--- src/rtl/bp_cce_lce_req_receiver.sv ---
// bp_cce_lce_req_receiver
// CCE-side sink for the LCE request channel. Accepts a request header (and the
// single data beat of an uncached store), holds it as one registered request for
// the CCE core on a valid/yumi handshake, and limits in-flight requests with a
// credit counter.
// Optional feature: define BP_CCE_LCE_REQ_RECEIVER_CHECK_EN to build the sticky
// protocol checker behind error_o; otherwise error_o is tied to 0.
// Header layout: [3:0] msg_type.req, [6:4] msg size, [HDR_W-1:7] address.
module bp_cce_lce_req_receiver #(
    parameter int HDR_W     = 64,
    parameter int DATA_W    = 64,
    parameter int credits_p = 2,
    localparam int CNT_W    = $clog2(credits_p + 1)
) (
    input  logic              clk_i,
    input  logic              reset_i,
    input  logic [HDR_W-1:0]  lce_req_header_i,
    input  logic              lce_req_header_v_i,
    output logic              lce_req_header_ready_and_o,
    input  logic [DATA_W-1:0] lce_req_data_i,
    input  logic              lce_req_data_v_i,
    output logic              lce_req_data_ready_and_o,
    input  logic              lce_req_last_i,
    output logic [HDR_W-1:0]  req_header_o,
    output logic [DATA_W-1:0] req_data_o,
    output logic              req_v_o,
    input  logic              req_yumi_i,
    input  logic              req_complete_i,
    output logic [CNT_W-1:0]  credit_count_o,
    output logic              error_o
);

    localparam logic [3:0] REQ_UC_WR   = 4'd3;
    localparam logic [2:0] MSG_SIZE_8  = 3'd3;

    typedef enum logic [1:0] {
        e_reset     = 2'd0,
        e_ready     = 2'd1,
        e_wait_data = 2'd2,
        e_pending   = 2'd3
    } state_e;

    state_e            state_r, state_n;
    logic [HDR_W-1:0]  header_r;
    logic [DATA_W-1:0] data_r;
    logic [CNT_W-1:0]  count_r;

    logic              hdr_cap, data_cap, data_clr;
    logic              credit_ok, is_uc_wr;
    logic [2:0]        hdr_size;

    assign is_uc_wr  = (lce_req_header_i[3:0] == REQ_UC_WR);
    assign hdr_size  = lce_req_header_i[6:4];
    assign credit_ok = (count_r < CNT_W'(credits_p));

    // State register
    always_ff @(posedge clk_i or posedge reset_i) begin
        if (reset_i) state_r <= e_reset;
        else         state_r <= state_n;
    end

    // Next-state, handshake readies and capture strobes
    always_comb begin
        state_n                    = state_r;
        lce_req_header_ready_and_o = 1'b0;
        lce_req_data_ready_and_o   = 1'b0;
        req_v_o                    = 1'b0;
        hdr_cap                    = 1'b0;
        data_cap                   = 1'b0;
        data_clr                   = 1'b0;
        case (state_r)
            e_reset: state_n = e_ready;
            e_ready: begin
                lce_req_header_ready_and_o = credit_ok;
                if (credit_ok && lce_req_header_v_i) begin
                    hdr_cap = 1'b1;
                    if (is_uc_wr) begin
                        lce_req_data_ready_and_o = 1'b1;
                        if (lce_req_data_v_i) begin
                            data_cap = 1'b1;
                            state_n  = e_pending;
                        end else begin
                            state_n  = e_wait_data;
                        end
                    end else begin
                        data_clr = 1'b1;
                        state_n  = e_pending;
                    end
                end
            end
            e_wait_data: begin
                lce_req_data_ready_and_o = 1'b1;
                if (lce_req_data_v_i) begin
                    data_cap = 1'b1;
                    state_n  = e_pending;
                end
            end
            e_pending: begin
                req_v_o = 1'b1;
                if (req_yumi_i) state_n = e_ready;
            end
            default: state_n = e_reset;
        endcase
    end

    // Request holding registers; they only move on a capture
    always_ff @(posedge clk_i or posedge reset_i) begin
        if (reset_i) begin
            header_r <= '0;
            data_r   <= '0;
        end else begin
            if (hdr_cap)  header_r <= lce_req_header_i;
            if (data_cap) data_r   <= lce_req_data_i;
            else if (data_clr) data_r <= '0;
        end
    end

    // Outstanding-request counter; a complete with nothing outstanding is ignored
    always_ff @(posedge clk_i or posedge reset_i) begin
        if (reset_i) begin
            count_r <= '0;
        end else begin
            case ({req_yumi_i, req_complete_i})
                2'b10:   count_r <= count_r + 1'b1;
                2'b01:   if (count_r != '0) count_r <= count_r - 1'b1;
                default: count_r <= count_r;
            endcase
        end
    end

    assign req_header_o   = header_r;
    assign req_data_o     = data_r;
    assign credit_count_o = count_r;

`ifdef BP_CCE_LCE_REQ_RECEIVER_CHECK_EN
    logic chk_fail, error_r;

    assign chk_fail = (hdr_cap && is_uc_wr && (hdr_size > MSG_SIZE_8))
                   || (hdr_cap && !is_uc_wr && !lce_req_last_i)
                   || (data_cap && !lce_req_last_i)
                   || (req_complete_i && !req_yumi_i && (count_r == '0));

    // Sticky protocol error flag, cleared only by reset
    always_ff @(posedge clk_i or posedge reset_i) begin
        if (reset_i)       error_r <= 1'b0;
        else if (chk_fail) error_r <= 1'b1;
    end

    assign error_o = error_r;
`else
    logic unused_chk_inputs;
    assign unused_chk_inputs = ^{lce_req_last_i, hdr_size, MSG_SIZE_8};
    assign error_o = 1'b0;
`endif

endmodule

--- config.mk ---
export PLATFORM = sky130hd
export DESIGN_NAME = bp_cce_lce_req_receiver
export DESIGN_NICKNAME = d
export VERILOG_FILES = /design/src/rtl/bp_cce_lce_req_receiver.sv
export SDC_FILE = /design/constraint.sdc
export NUM_CORES = 1
export LEC_CHECK = 0
export ABC_AREA = 1
export ABC_CLOCK_PERIOD_IN_PS = 4600
export CAP_MARGIN = 20
export CORE_MARGIN = 5
export CORE_UTILIZATION = 30
export CTS_CLUSTER_DIAMETER = 80
export CTS_CLUSTER_SIZE = 8
export DETAILED_ROUTE_END_ITERATION = 8
export GPL_ROUTABILITY_DRIVEN = 0
export PLACE_DENSITY = 0.59
export SLEW_MARGIN = 10
export SYNTH_ARGS = -nofsm -noshare
export SYNTH_HDL_FRONTEND = slang
export SYNTH_SLANG_ARGS = --single-unit
--- constraint.sdc ---
create_clock -name clk_i -period 4.6 [get_ports clk_i]
set_clock_uncertainty 0.15 [all_clocks]
set_input_delay 0.46 -clock clk_i [delete_from_list [all_inputs] [get_ports clk_i]]
set_output_delay 0.46 -clock clk_i [all_outputs]
set_load 0.1 [all_outputs]
# Yosys cells after proc, flatten, opt, wreduce, memory -nomap -nowiden
# Index checks and enable logic that the tools add are counted.
dict set report totals {
  regBits 132
  out_inout_bits 134
  word_cells 48
}
dict set report op_classes {
  n_addsub 2
  n_lt_le_gt_ge 1
  n_eq_ne 10
  mux 24
  n_reduce_logical 7
}
# op n
set op_table {}
lappend op_table {{two-way mux 64 bit} 2}
lappend op_table {{two-way mux 1 bit} 13}
lappend op_table {{two-way mux 2 bit} 5}
lappend op_table {{inequality test 2 bit, second input constant} 4}
lappend op_table {{one-hot mux 2 bit (4 select lines)} 1}
lappend op_table {{equality test 2 bit, second input constant} 3}
lappend op_table {{nonzero test 2 bit} 3}
lappend op_table {{equality test 2 x 1 -> 1 bit, second input constant} 2}
lappend op_table {{equality test 4 x 2 -> 1 bit, second input constant} 1}
lappend op_table {{one-hot mux 1 bit (2 select lines)} 2}
lappend op_table {{one-hot mux 2 bit (2 select lines)} 1}
lappend op_table {{AND reduction 3 bit} 1}
lappend op_table {{adder 2 x 1 -> 2 bit, second input constant} 1}
lappend op_table {{logical NOT 2 bit} 1}
lappend op_table {{less-than comparator 2 bit, second input constant} 1}
lappend op_table {{AND reduction 2 bit} 1}
lappend op_table {{subtractor 2 x 1 -> 2 bit, second input constant} 1}
lappend op_table {{logical AND 1 bit} 1}

# Logic depth before layout (Yosys ltp)
dict set report depth {
  ltp_word 6
  mapped_depth 10
}

# Worst setup path after synthesis
# No wires, ideal clock.
dict set report synth_path {
  path_type {reg-to-output}
  start {reg count_r[1], in the netlist credit_count_o[1]}
  end {out lce_req_header_ready_and_o}
  arrival_time_ns 2.198
  t_required_ns 3.990
  slack_ns 1.792
  path_stages_with_launch 2
  path_buffers 0
  path_cell_list {dfrtp_1 nor2_1}
}
dict set report synth_via {
  elab_chain_len 2
}
# element line_no
set synth_lines {}
lappend synth_lines {{from (decl)} 46} ;# logic [CNT_W-1:0] count_r;
lappend synth_lines {{from (signal assigned)} 124} ;# 2'b10: count_r <= count_r + 1'b1;
lappend synth_lines {{from (signal assigned)} 125} ;# 2'b01: if (count_r != '0) count_r <= count_r - 1'b1;
lappend synth_lines {{from (signal assigned)} 126} ;# default: count_r <= count_r;
lappend synth_lines {{less-than comparator 2 bit} 54} ;# assign credit_ok = (count_r < CNT_W'(credits_p));
lappend synth_lines {{two-way mux 1 bit} 71} ;# case (state_r)
lappend synth_lines {{to (decl)} 19} ;# output logic lce_req_header_ready_and_o,
# No other way between the ends.

# Worst setup path in the final report
dict set report layout_path {
  start {reg state_r[1]}
  end {out lce_req_header_ready_and_o}
}
dict set report layout_via {
  elab_chain_len 2
}
# element line_no
set layout_lines {}
lappend layout_lines {{from (decl)} 43} ;# state_e state_r, state_n;
lappend layout_lines {{from (signal assigned)} 58} ;# if (reset_i) state_r <= e_reset;
lappend layout_lines {{from (signal assigned)} 59} ;# else state_r <= state_n;
lappend layout_lines {{equality test 2 x 1 -> 1 bit} 71}
lappend layout_lines {{two-way mux 1 bit} 71}
# No other way between the ends.

==> results.json <==
{
  "status": "finished clean",
  "synth_cells": 602,
  "cts.path.max_buffers": 2,
  "drc": 0,
  "fmax_ghz": 0.330,
  "synth_area_per_cell_sq_um": 9.13,
  "dp_cells": 1062,
  "seq_area_sq_um": 3300,
  "cts_hold_buf": 0,
  "cp_data_arrival_time_ns": 2.42,
  "post_cts_buffers": 0,
  "area_growth_pct": 60.6,
  "grt_usage_pct": 16.5,
  "multi_input_area_sq_um": 1870,
  "cts_root_buf": "clkbuf_16",
  "cp-end-kind": "primary output",
  "synth_cell_types": 25,
  "n_antenna_cell": 0,
  "start_util_pct": 30.5,
  "cts_tree": "yes",
  "num_io_pins": 269,
  "synth-xor-area-share_pct": 0,
  "critPathLaunchType": "flip-flop",
  "ys_seq_area_share_pct": 60.1,
  "die_h_um": 145,
  "vias": 4893,
  "yosysTopAreaCell": "dfrtp_1",
  "synthSimpleGateAreaFrac_pct": 31.7,
  "dp_hpwl_um": 11800,
  "cp_common_cell": "inv_1",
  "grt_pass1_vias": 4916,
  "cts_buffers": 17,
  "grt_pass1_wl_um": 28000,
  "die-area_sq_um": 21100,
  "final.min_clock_period_ns": 3.03,
  "slew_headroom_pct": 30.4,
  "synth_nets": 740,
  "clkTransAtPathRegs_ns": 0.06,
  "wl_um": 17600,
  "slew_viol_final": 0,
  "ant_nets": 0,
  "fillerInstances": 1733,
  "drt_iter0_markers": 212,
  "crit_path_cell_trace": "inv_1 -> ha_1 -> inv_1 -> nor2_1 -> clkdlybuf4s50_1",
  "report.final.hold_viol_count": 0,
  "slowest_stage": "clkdlybuf4s50_1",
  "port_buffers": 266,
  "max_stage_delay_ns": 1.16,
  "synth_compound_area_share_pct": 1.43,
  "synth_adder_area_share_pct": 0.683,
  "max_cap_violations": 0,
  "wire_per_inst_um": 16.1,
  "setup_viol": 0,
  "rsz0062_at_grt": "false",
  "netlist_area_sq_um": 5490,
  "vias_per_cell": 4.48,
  "crit_fanout": 3,
  "yosysTopAreaCellShare_pct": 60.1,
  "rrSetupSlack_ns": 1.85,
  "core_sq_um": 18000,
  "yosys-top-cells-area": "dfrtp_1, nand2_1, nand3_1",
  "fin_cells": 1093,
  "cts_resized": 0,
  "yosysWarnings": 0,
  "die_w_um": 145,
  "max_slew.worst_pin.slew_ns": 1.04,
  "synth_seq_cells": 132,
  "row_count": 49,
  "overflow": 0,
  "cts-htree-levels": 4,
  "timing.setup.tns_ns": 0,
  "synthMuxAreaShare_pct": 0,
  "clock_sinks": 132,
  "synth_top_family_by_area": "simple AND/OR/NAND/NOR gates",
  "drtPass1Iterations": 4,
  "insertion_delay_ns": 0.42,
  "drive_gt1_share_pct": 7.06,
  "antenna_found_initial": 0,
  "final_nets": 990,
  "hold_class": "flip-flop to flip-flop",
  "crit_type": "flip-flop to primary output",
  "fin_crit_sh_pct": 66.0,
  "grt_max_degree": 69,
  "worstPathRequired_ns": 3.99
}
## stage by stage
step / setup slack [ns] / instance area [sq um] / util [%] / hold slack [ns]
6_report: 1.57 / 8820 / 49.0 / 0.314
5_1_grt: 1.43 / 8820 / 49.0 / 0.333
4_1_cts: 1.53 / 8820 / 49.0 / 0.321
3_5_place_dp: 1.55 / 8250 / 45.8 / 0.307
3_3_place_gp: 1.53 / 8250 / 45.8 / 0.303
2_1_floorplan: 0.464 / 5490 / - / 0.411
## synthesized netlist by cell type
| cell | instances |
|---|---|
| or2_2 | 1 |
| o211ai_1 | 1 |
| inv_1 | 12 |
| o21ai_4 | 1 |
| nor2_1 | 2 |
| buf_8 | 1 |
| nor2_2 | 1 |
| o22ai_1 | 1 |
| nand2_2 | 3 |
| conb_1 | 1 |
| ha_1 | 3 |
| o21ai_0 | 7 |
| nand3_4 | 1 |
| a21oi_1 | 1 |
| inv_2 | 2 |
| nand3_1 | 120 |
| clkbuf_1 | 7 |
| buf_6 | 6 |
| a21oi_2 | 1 |
| nor2_4 | 1 |
| nand3_2 | 10 |
| buf_2 | 15 |
| buf_4 | 12 |
| dfrtp_1 | 132 |
| nand2_1 | 260 |
## layout make-up
cell class                      count  area share [%]
Tap cell                          229            3.25
Clock buffer                       20            5.29
Multi-Input combinational cell    415            21.2
Clock inverter                     11            1.16
Sequential cell                   132            37.4
Inverter                           14           0.624
Timing Repair Buffer              272            31.0
## logic make-up after synthesis
family / Yosys count
simple gates: 399
flops: 132
buf+inv: 55
compound gates: 12
other cells: 1
fa+ha+maj: 3
## path summary, 6_finish.rpt
path / endpoint / start / cells past startpoint
setup reg to reg: req_header_o[49]$_DFFE_PP0P_ / state_r[1]$_DFFE_PP0P_ / 9
hold / removal: req_header_o[17]$_DFFE_PP0P_ / req_header_o[17]$_DFFE_PP0P_ / 2
setup / recovery: lce_req_header_ready_and_o / state_r[1]$_DFFE_PP0P_ / 5
min in group asynchronous: req_header_o[26]$_DFFE_PP0P_ / reset_i / 2
hold reg to reg: req_header_o[17]$_DFFE_PP0P_ / req_header_o[17]$_DFFE_PP0P_ / 2
max in group asynchronous: req_data_o[60]$_DFFE_PP0P_ / reset_i / 3
## metal layers
metal | vias up | wire (um) | global-route usage (%)
li1 | 2426 | - | -
met1 | 2291 | 7660 | 21.4
met2 | 162 | 8430 | 25.9
met3 | 14 | 1240 | 5.83
met4 | 0 | 238 | 5.13
met5 | - | 0 | 0
## registers in the layout, summed over array words and instances (netlist names)
register	flops
state_r	2
req_header_o	64
req_data_o	64
credit_count_o	2
## critical path, delay by kind of cell (launching register included)
kind / cells / cell delay (ns)
flops: 1 / 0.40
buf+inv: 3 / 1.33
fa+ha+maj: 1 / 0.18
simple gates: 1 / 0.10
## layout by cell type (no fill, tap or decap), types with 2 or more instances in the layout
cell and instances:
nand3_2 10, inv_2 2, clkinvlp_4 6, inv_6 2, buf_12 3, clkdlybuf4s50_1 264, clkbuf_8 3, buf_4 4
nand2_2 3, o21ai_0 7, inv_1 11, dfrtp_1 132, nor2_1 2, clkinv_2 2, nand3_1 120, nand2_1 260
clkbuf_16 17, ha_1 3
Power is not shown: default switching activity piles up to over one toggle a cycle in this logic, so the estimate is an artifact.
